`src/rtl/reglk_pkg.sv`:
```
// Shared types and defaults for the register-lock controller.
package reglk_pkg;

  typedef enum logic [1:0] {
    StLocked,
    StWaitKey,
    StUnlocked,
    StLockout
  } unlock_state_e;

  localparam int unsigned NumWordsDefault  = 6;
  localparam logic [31:0] UnlockKeyDefault = 32'hA5C3_5A3C;

  localparam logic OpSet   = 1'b0;
  localparam logic OpClear = 1'b1;

endpackage

```
`src/rtl/reglk_unlock_fsm.sv`:
```
// Debug unlock state machine: key entry with timeout, failure counting and permanent lockout.
module reglk_unlock_fsm
  import reglk_pkg::*;
#(
  parameter logic [31:0] UNLOCK_KEY  = UnlockKeyDefault,
  parameter int unsigned KEY_TIMEOUT = 16,
  parameter int unsigned MAX_TRIES   = 3
) (
  input  logic          clk_i,
  input  logic          rst_i,
  input  logic          unlock_req_i,
  input  logic          key_valid_i,
  input  logic [31:0]   key_i,
  input  logic          relock_i,
  output unlock_state_e state_o,
  output logic          unlocked_o,
  output logic          lockout_o
);

  localparam int unsigned CntW  = $clog2(KEY_TIMEOUT + 1);
  localparam int unsigned FailW = $clog2(MAX_TRIES + 1);

  unlock_state_e    r_state, w_state_d;
  logic [CntW-1:0]  r_cnt, w_cnt_d;
  logic [FailW-1:0] r_fails, w_fails_d;
  logic             w_fail;

  always_ff @(posedge clk_i) begin
    if (rst_i) begin
      r_state <= StLocked;
      r_cnt   <= '0;
      r_fails <= '0;
    end else begin
      r_state <= w_state_d;
      r_cnt   <= w_cnt_d;
      r_fails <= w_fails_d;
    end
  end

  always_comb begin
    w_state_d = r_state;
    w_cnt_d   = r_cnt;
    w_fails_d = r_fails;
    w_fail    = 1'b0;
    unique case (r_state)
      StLocked: begin
        if (unlock_req_i) begin
          w_state_d = StWaitKey;
          w_cnt_d   = CntW'(KEY_TIMEOUT);
        end
      end
      StWaitKey: begin
        // A presented key takes priority over an expiring timeout.
        if (key_valid_i) begin
          if (key_i == UNLOCK_KEY) begin
            w_state_d = StUnlocked;
            w_fails_d = '0;
          end else begin
            w_fail = 1'b1;
          end
        end else if (r_cnt == '0) begin
          w_fail = 1'b1;
        end else begin
          w_cnt_d = r_cnt - CntW'(1);
        end
      end
      StUnlocked: begin
        if (relock_i) w_state_d = StLocked;
      end
      StLockout: ;
    endcase

    if (w_fail) begin
      w_cnt_d = '0;
      if (r_fails >= FailW'(MAX_TRIES - 1)) begin
        w_fails_d = FailW'(MAX_TRIES);
        w_state_d = StLockout;
      end else begin
        w_fails_d = r_fails + FailW'(1);
        w_state_d = StLocked;
      end
    end
  end

  assign state_o    = r_state;
  assign unlocked_o = (r_state == StUnlocked);
  assign lockout_o  = (r_state == StLockout);

endmodule

```
`src/rtl/reglk_ctrl.sv`:
```
// Lock-bit array with a single-outstanding set/clear request path, gated by the debug unlock FSM.
module reglk_ctrl
  import reglk_pkg::*;
#(
  parameter int unsigned NUM_WORDS   = NumWordsDefault,
  parameter logic [31:0] UNLOCK_KEY  = UnlockKeyDefault,
  parameter int unsigned KEY_TIMEOUT = 16,
  parameter int unsigned MAX_TRIES   = 3
) (
  input  logic                      clk_i,
  input  logic                      rst_i,
  input  logic                      req_valid_i,
  output logic                      req_ready_o,
  input  logic [2:0]                req_idx_i,
  input  logic                      req_op_i,
  input  logic [31:0]               req_wdata_i,
  output logic                      req_ack_o,
  output logic                      req_err_o,
  input  logic                      dbg_unlock_req_i,
  input  logic                      dbg_key_valid_i,
  input  logic [31:0]               dbg_key_i,
  input  logic                      dbg_relock_i,
  output logic                      dbg_unlocked_o,
  output logic                      dbg_lockout_o,
  output logic [NUM_WORDS-1:0][31:0] reglk_o
);

  logic                       r_pend, r_ack, r_err, r_op;
  logic [2:0]                 r_idx;
  logic [31:0]                r_wdata;
  logic [NUM_WORDS-1:0][31:0] r_reglk, w_reglk_d;
  logic                       w_accept, w_idx_ok, w_ok;
  unlock_state_e              w_state;

  reglk_unlock_fsm #(
    .UNLOCK_KEY  (UNLOCK_KEY),
    .KEY_TIMEOUT (KEY_TIMEOUT),
    .MAX_TRIES   (MAX_TRIES)
  ) u_unlock_fsm (
    .clk_i        (clk_i),
    .rst_i        (rst_i),
    .unlock_req_i (dbg_unlock_req_i),
    .key_valid_i  (dbg_key_valid_i),
    .key_i        (dbg_key_i),
    .relock_i     (dbg_relock_i),
    .state_o      (w_state),
    .unlocked_o   (dbg_unlocked_o),
    .lockout_o    (dbg_lockout_o)
  );

  // Busy from accept until the ack/err cycle has passed.
  assign req_ready_o = !(r_pend || r_ack || r_err);
  assign w_accept    = req_valid_i && req_ready_o;
  assign w_idx_ok    = (32'(r_idx) < NUM_WORDS);
  // Uses the FSM state before any transition on the commit edge.
  assign w_ok        = w_idx_ok && ((r_op == OpSet) || (w_state == StUnlocked));

  always_comb begin
    w_reglk_d = r_reglk;
    for (int unsigned w = 0; w < NUM_WORDS; w++) begin
      if (r_idx == w[2:0]) begin
        w_reglk_d[w] = (r_op == OpSet) ? (r_reglk[w] | r_wdata) : (r_reglk[w] & ~r_wdata);
      end
    end
  end

  always_ff @(posedge clk_i) begin
    if (rst_i) begin
      r_pend  <= 1'b0;
      r_ack   <= 1'b0;
      r_err   <= 1'b0;
      r_op    <= 1'b0;
      r_idx   <= '0;
      r_wdata <= '0;
      r_reglk <= '0;
    end else begin
      r_pend <= w_accept;
      r_ack  <= r_pend && w_ok;
      r_err  <= r_pend && !w_ok;
      if (w_accept) begin
        r_idx   <= req_idx_i;
        r_op    <= req_op_i;
        r_wdata <= req_wdata_i;
      end
      if (r_pend && w_ok) r_reglk <= w_reglk_d;
    end
  end

  assign req_ack_o = r_ack;
  assign req_err_o = r_err;
  assign reglk_o   = r_reglk;

endmodule

```
`config.mk`:
```
export PLATFORM = sky130hd
export DESIGN_NAME = reglk_ctrl
export DESIGN_NICKNAME = d
export VERILOG_FILES = /design/src/rtl/reglk_pkg.sv /design/src/rtl/reglk_unlock_fsm.sv /design/src/rtl/reglk_ctrl.sv
export SDC_FILE = /design/constraint.sdc
export NUM_CORES = 1
export LEC_CHECK = 0
export ABC_AREA = 1
export CAP_MARGIN = 20
export CORE_UTILIZATION = 43
export DETAILED_ROUTE_END_ITERATION = 12
export PLACE_DENSITY = 0.77
export SLEW_MARGIN = 20
export SYNTH_ARGS = -nofsm -noshare
export SYNTH_HDL_FRONTEND = slang
export SYNTH_SLANG_ARGS = --single-unit
export TNS_END_PERCENT = 30
```
`constraint.sdc`:
```
create_clock -name clk_i -period 1.6 [get_ports clk_i]
set_input_delay 0.16 -clock clk_i [delete_from_list [all_inputs] [get_ports clk_i]]
set_output_delay 0.16 -clock clk_i [all_outputs]
set_load 0.01 [all_outputs]
```
Yosys cells after proc, flatten, opt, wreduce, memory -nomap -nowiden
Index checks and enable logic that the tools add are counted.
{ "classes": {"magnitude_cmp": 2, "n_mux": 26, "n_bitwise": 14, "reduce_logical": 27, "eq_ne": 16, "add_sub_neg": 2} }
{ "op_table": {"columns": ["operator", "count"], "rows": [
  ["$and A32 B32 Y32", 6],
  ["$mux W32", 6],
  ["$or A32 B32 Y32", 6],
  ["$eq A32 B32 Y1 const B", 1],
  ["$not A32 Y32", 1],
  ["$mux W2", 11],
  ["$mux W5", 3],
  ["$reduce_and A2 Y1", 6],
  ["$pmux W5 S2", 1],
  ["$ne A3 B2 Y1 const B", 3],
  ["$reduce_bool A2 Y1", 4],
  ["$eq A3 B2 Y1 const B", 2],
  ["$eq A3 B3 Y1 const B", 2],
  ["$ne A2 B2 Y1 const B", 3],
  ["$pmux W2 S3", 1],
  ["$logic_not A5 Y1", 1],
  ["$reduce_and A5 Y1", 1],
  ["$sub A5 B1 Y5 const B", 1],
  ["$eq A2 B2 Y1 const B", 2],
  ["$logic_and A1 B1 Y1", 4],
  ["$mux W1", 4],
  ["$reduce_and A4 Y1", 1],
  ["$reduce_bool A4 Y1", 1],
  ["$eq A3 B1 Y1 const B", 1],
  ["other kinds (12)", 15]
]} }
{ "totals": {"word_cells": 102, "in_bits": 74, "out_inout_bits": 197, "regBits": 240} }

Longest topological paths before layout
Gate-level depths: netlist (run 1).
{ "logic_depth": {"ltp_word": 6, "ltp_mapped": 12, "depth_no_buf": 12} }

Hierarchy
From an unflattened synthesis (run 1), not the netlist that was laid out.
{ "unflattened": {"hier_cells": 1390, "area_unflattened_um2": 10287.4} }
{ "by_module_without_submodules": {"columns": ["module", "seq_area_each_um2", "instances", "area_each_um2", "cells_per_inst"], "rows": [
  ["reglk_ctrl", 4624.4, 1, 9461.6, 1257],
  ["reglk_unlock_fsm", 180.2, 1, 825.8, 133]
]} }

Least setup slack after synthesis (run 1)
Ideal clock, no wire load.
{ "synth_timing": {"path_type": "reg2reg", "start": "register u_unlock_fsm.r_state[0] (netlist: u_unlock_fsm.state_o[0])", "end": "register (tool-made name)", "synth_period_minus_slack_ps": 1727, "n_path_buf": 1, "path_stages_with_launch": 11, "slack_ps": -127, "arrival_ps": 1595, "setup_ps": 133, "required_ps": 1467, "path_cell_list": "dfxtp_1 inv_1 ha_1 o21a_2 nand2_4 inv_6 nand4_4 buf_6 nor2_4 o21ai_1 a21oi_1"} }
{ "synth_lines": {"columns": ["item", "line", "text"], "rows": [
  ["start, declared", "reglk_unlock_fsm.sv:23", "unlock_state_e r_state, w_state_d;"],
  ["start signal, assigned", "reglk_unlock_fsm.sv:30", "r_state <= StLocked;"],
  ["start signal, assigned", "reglk_unlock_fsm.sv:34", "r_state <= w_state_d;"]
]} }

==> run metrics, run 1 <==
Worst Setup Start Kind register; area of the multi-input gates roughly 4200 um^2; Clock power frac 41.1%; worst rel slew slack 30.8%; sequential cell area fraction in the yosys report 51.9%; root buf cell clkbuf_16; vias per std cell 5.21; Synth Instances 1141; Ys Warns 0; total number of vias 8981; Worst setup EP type register; RePlAce Congestion 0.822; Pint 11.1 mW; Synth Register Bits 240; htree depth 1; remaining global-route overflow 0; HP Class in2reg; Leak 6.91 nW; Post-synth top flop dfxtp_1; Max clock buf depth 3; dpl cells ~1700; area grow syn2layout 54.5%; total core area 21100 um^2; Commonest cells post-synth dfxtp_1, a21oi_1, nor2_1, o21ai_0, o21ai_1; Total GRT Usage 25.0%; Synth area leaders dfxtp_1, a21oi_1, nor2_1; switching portion of total power a little over a quarter; largest net degree at the start of global routing 193; skew final 14.9 ps; initial antenna violation count 0; Max VDD drop 0.711 mV; synthesized area ~9000 um^2; IO Pins ~270; Fin. Hold Viols 0; period utilization 109%; Synth area leader dfxtp_1; Post-Syn Nets 1222; met3 global-route usage 6.17%; Die Y-Extent 149 um; worst setup margin -142 ps; max-slew violations 0; top cell type's share of synthesized area 51.9%; initial DRC count roughly 490; number of max-cap violations 0; Reg area 4810 um^2; vias in the first global route between 8000 and 9000; WL final slightly below 30000 um; Worst Max-Slew Pin Slew 1040 ps; Psw 3.96 mW; fraction of registers with async set/reset 0%; drt pass-1 iters 5; clock sinks 240; # diodes 0; WL per Instance 16.8 um; TNS Setup -9150 ps; CTS tree yes; critical path type reg2reg; port bufs 270; sequential power share 42.0%; nets@finish around 1500; FMAX 0.574 GHz; Comb power frac 16.9%; number of buffers created by CTS 25; Req. time, crit path 1950 ps; post-synth cell types 29; FILL cells 1649; global routing met1 resource utilization between 30% and 40%; violated checks setup timing; count leader, synth dfxtp_1; first-pass GRT wire length around 44000 um; worst skew pair latency 520 ps; final-report setup violation count 164; mean area per synthesized cell 8.11 um^2; Util after Layout 67.8%; GR Layer Usage met2 43.1%; die width between 100 and 150 um; Clock transition at path regs approximately 60 ps; WP data arrival 2100 ps; RSZ-0062 raised after global routing yes; crit path max fanout 12; Die Area roughly 22000 um^2; antenna-violating nets left 0; EDFF count, synth 0; Detailed Place HPWL ~18000 um; PD cells 1050 nW/um^2; Top Usage Layer GRT met2; Final Critical Period 1740 ps; DRC violations left 0; run status finished, violations left; initial core utilization 43.9%; Finished Layout Cells 1724; # rows 53; share of cells above drive strength 1 18.5%
cells by family (layout without fill, tap and decap cells):
group	Yosys count	after routing	share of synthesized area, %
buffers and inverters	142	450	7.53
AOI/OAI and AO/OA	468	468	25.4
adders and majority gates	7	7	0.946
xor gates and xnor gates	3	3	0.284
DFF	240	240	51.9
and+or+nand+nor	281	281	13.9
per-stage QoR:
step	area, um^2	setup slack, ps	hold WS, ps	power [mW]
2_1_floorplan	9260	-10.1	229	7.67
3_3_place_gp	12400	-49.5	453	8.51
3_5_place_dp	12400	-117	466	8.56
4_1_cts	13600	-139	257	14.8
5_1_grt	14300	-238	277	15.6
6_report	14300	-142	271	15.0
power groups by stage:
stage	Combinational, mW	Clock, mW	Sequential (mW)
after CTS	2.26	6.23	6.31
after global routing	2.78	6.51	6.33
after floorplan	1.24	0	6.43
after detailed placement	2.13	0	6.43
after global placement	2.09	0	6.42
final	2.53	6.17	6.31
critical path: stages, from the launching register on:
cell     delay [ps]
dfxtp_2         330
inv_2            50
ha_4            160
o21a_4          210
nand2_8         100
buf_12          110
inv_8            30
nand4_4          70
buf_12          170
buf_12          140
nor2_4           30
o21ai_1         130
a21oi_1          50
timing repair:
| item | 4_1_cts | 5_1_grt |
|---|---|---|
| pin swaps | 2 | 9 |
| hold buffers | 0 | 0 |
| setup buffers | 5 | 14 |
| resized for setup | 137 | 223 |
| gates cloned | 3 | 2 |
| endpoints found under the setup margin | 204 | 291 |
placed cells by master, fill, tap and decap left out, types with 2 or more instances in the layout:
cell type	instances
nor2_4	41
ha_1	5
nor3_2	4
buf_6	4
xor2_1	2
nor2_1	99
inv_2	7
dlymetal6s2s_1	88
nand2_1	41
dlygate4sd2_1	13
clkbuf_1	7
clkinv_2	2
buf_4	34
bufinv_16	4
a21oi_2	2
inv_4	2
nand4_4	2
nand2_2	4
nand3_1	6
a21oi_1	232
clkbuf_16	28
dfxtp_1	237
dfxtp_2	2
clkdlybuf4s50_1	166
o21ai_0	49
nor2_2	81
buf_16	3
clkbuf_8	4
inv_1	60
o21ai_2	11
ha_4	2
o21ai_1	171
buf_12	22
path summary, 6_finish.rpt:
path	depth (start not counted)	startpoint	slack, ps	end
worst max-delay path	12	u_unlock_fsm.state_o[0]	-140	register
worst min-delay path	3	req_wdata_i[24]	270	r_wdata[24]
worst max register to register	12	u_unlock_fsm.state_o[0]	-140	register
worst min register to register	2	u_unlock_fsm.r_cnt[0]	470	u_unlock_fsm.r_cnt[0]
final cells by class:
cell class | count | area share (%)
tap | 275 | 2.41
clock inverter | 8 | 1.02
sequential | 240 | 33.6
timing repair buffer | 334 | 26.3
multi-input combinational | 759 | 29.5
inverter | 71 | 1.99
clock buffer | 37 | 5.12
layer usage:
layer	up-vias	routed length [um]
met2	345	14300
li1	4439	-
met4	0	729
met3	60	2410
met5	-	0
met1	4137	11500
Note: power is estimated with default switching activity, not from simulation.
==> run 2, diff against run 1 <==
- CAP_MARGIN: 20 -> 25
- SLEW_MARGIN: 20 -> 15
==> results of run 2 <==
Final layout, timing and power as in run 1 (identical DEF).
==> run 3, diff against run 2 <==
- CAP_MARGIN: 25 -> 20
==> results of run 3 <==
Final layout, timing and power as in run 1 (identical DEF).
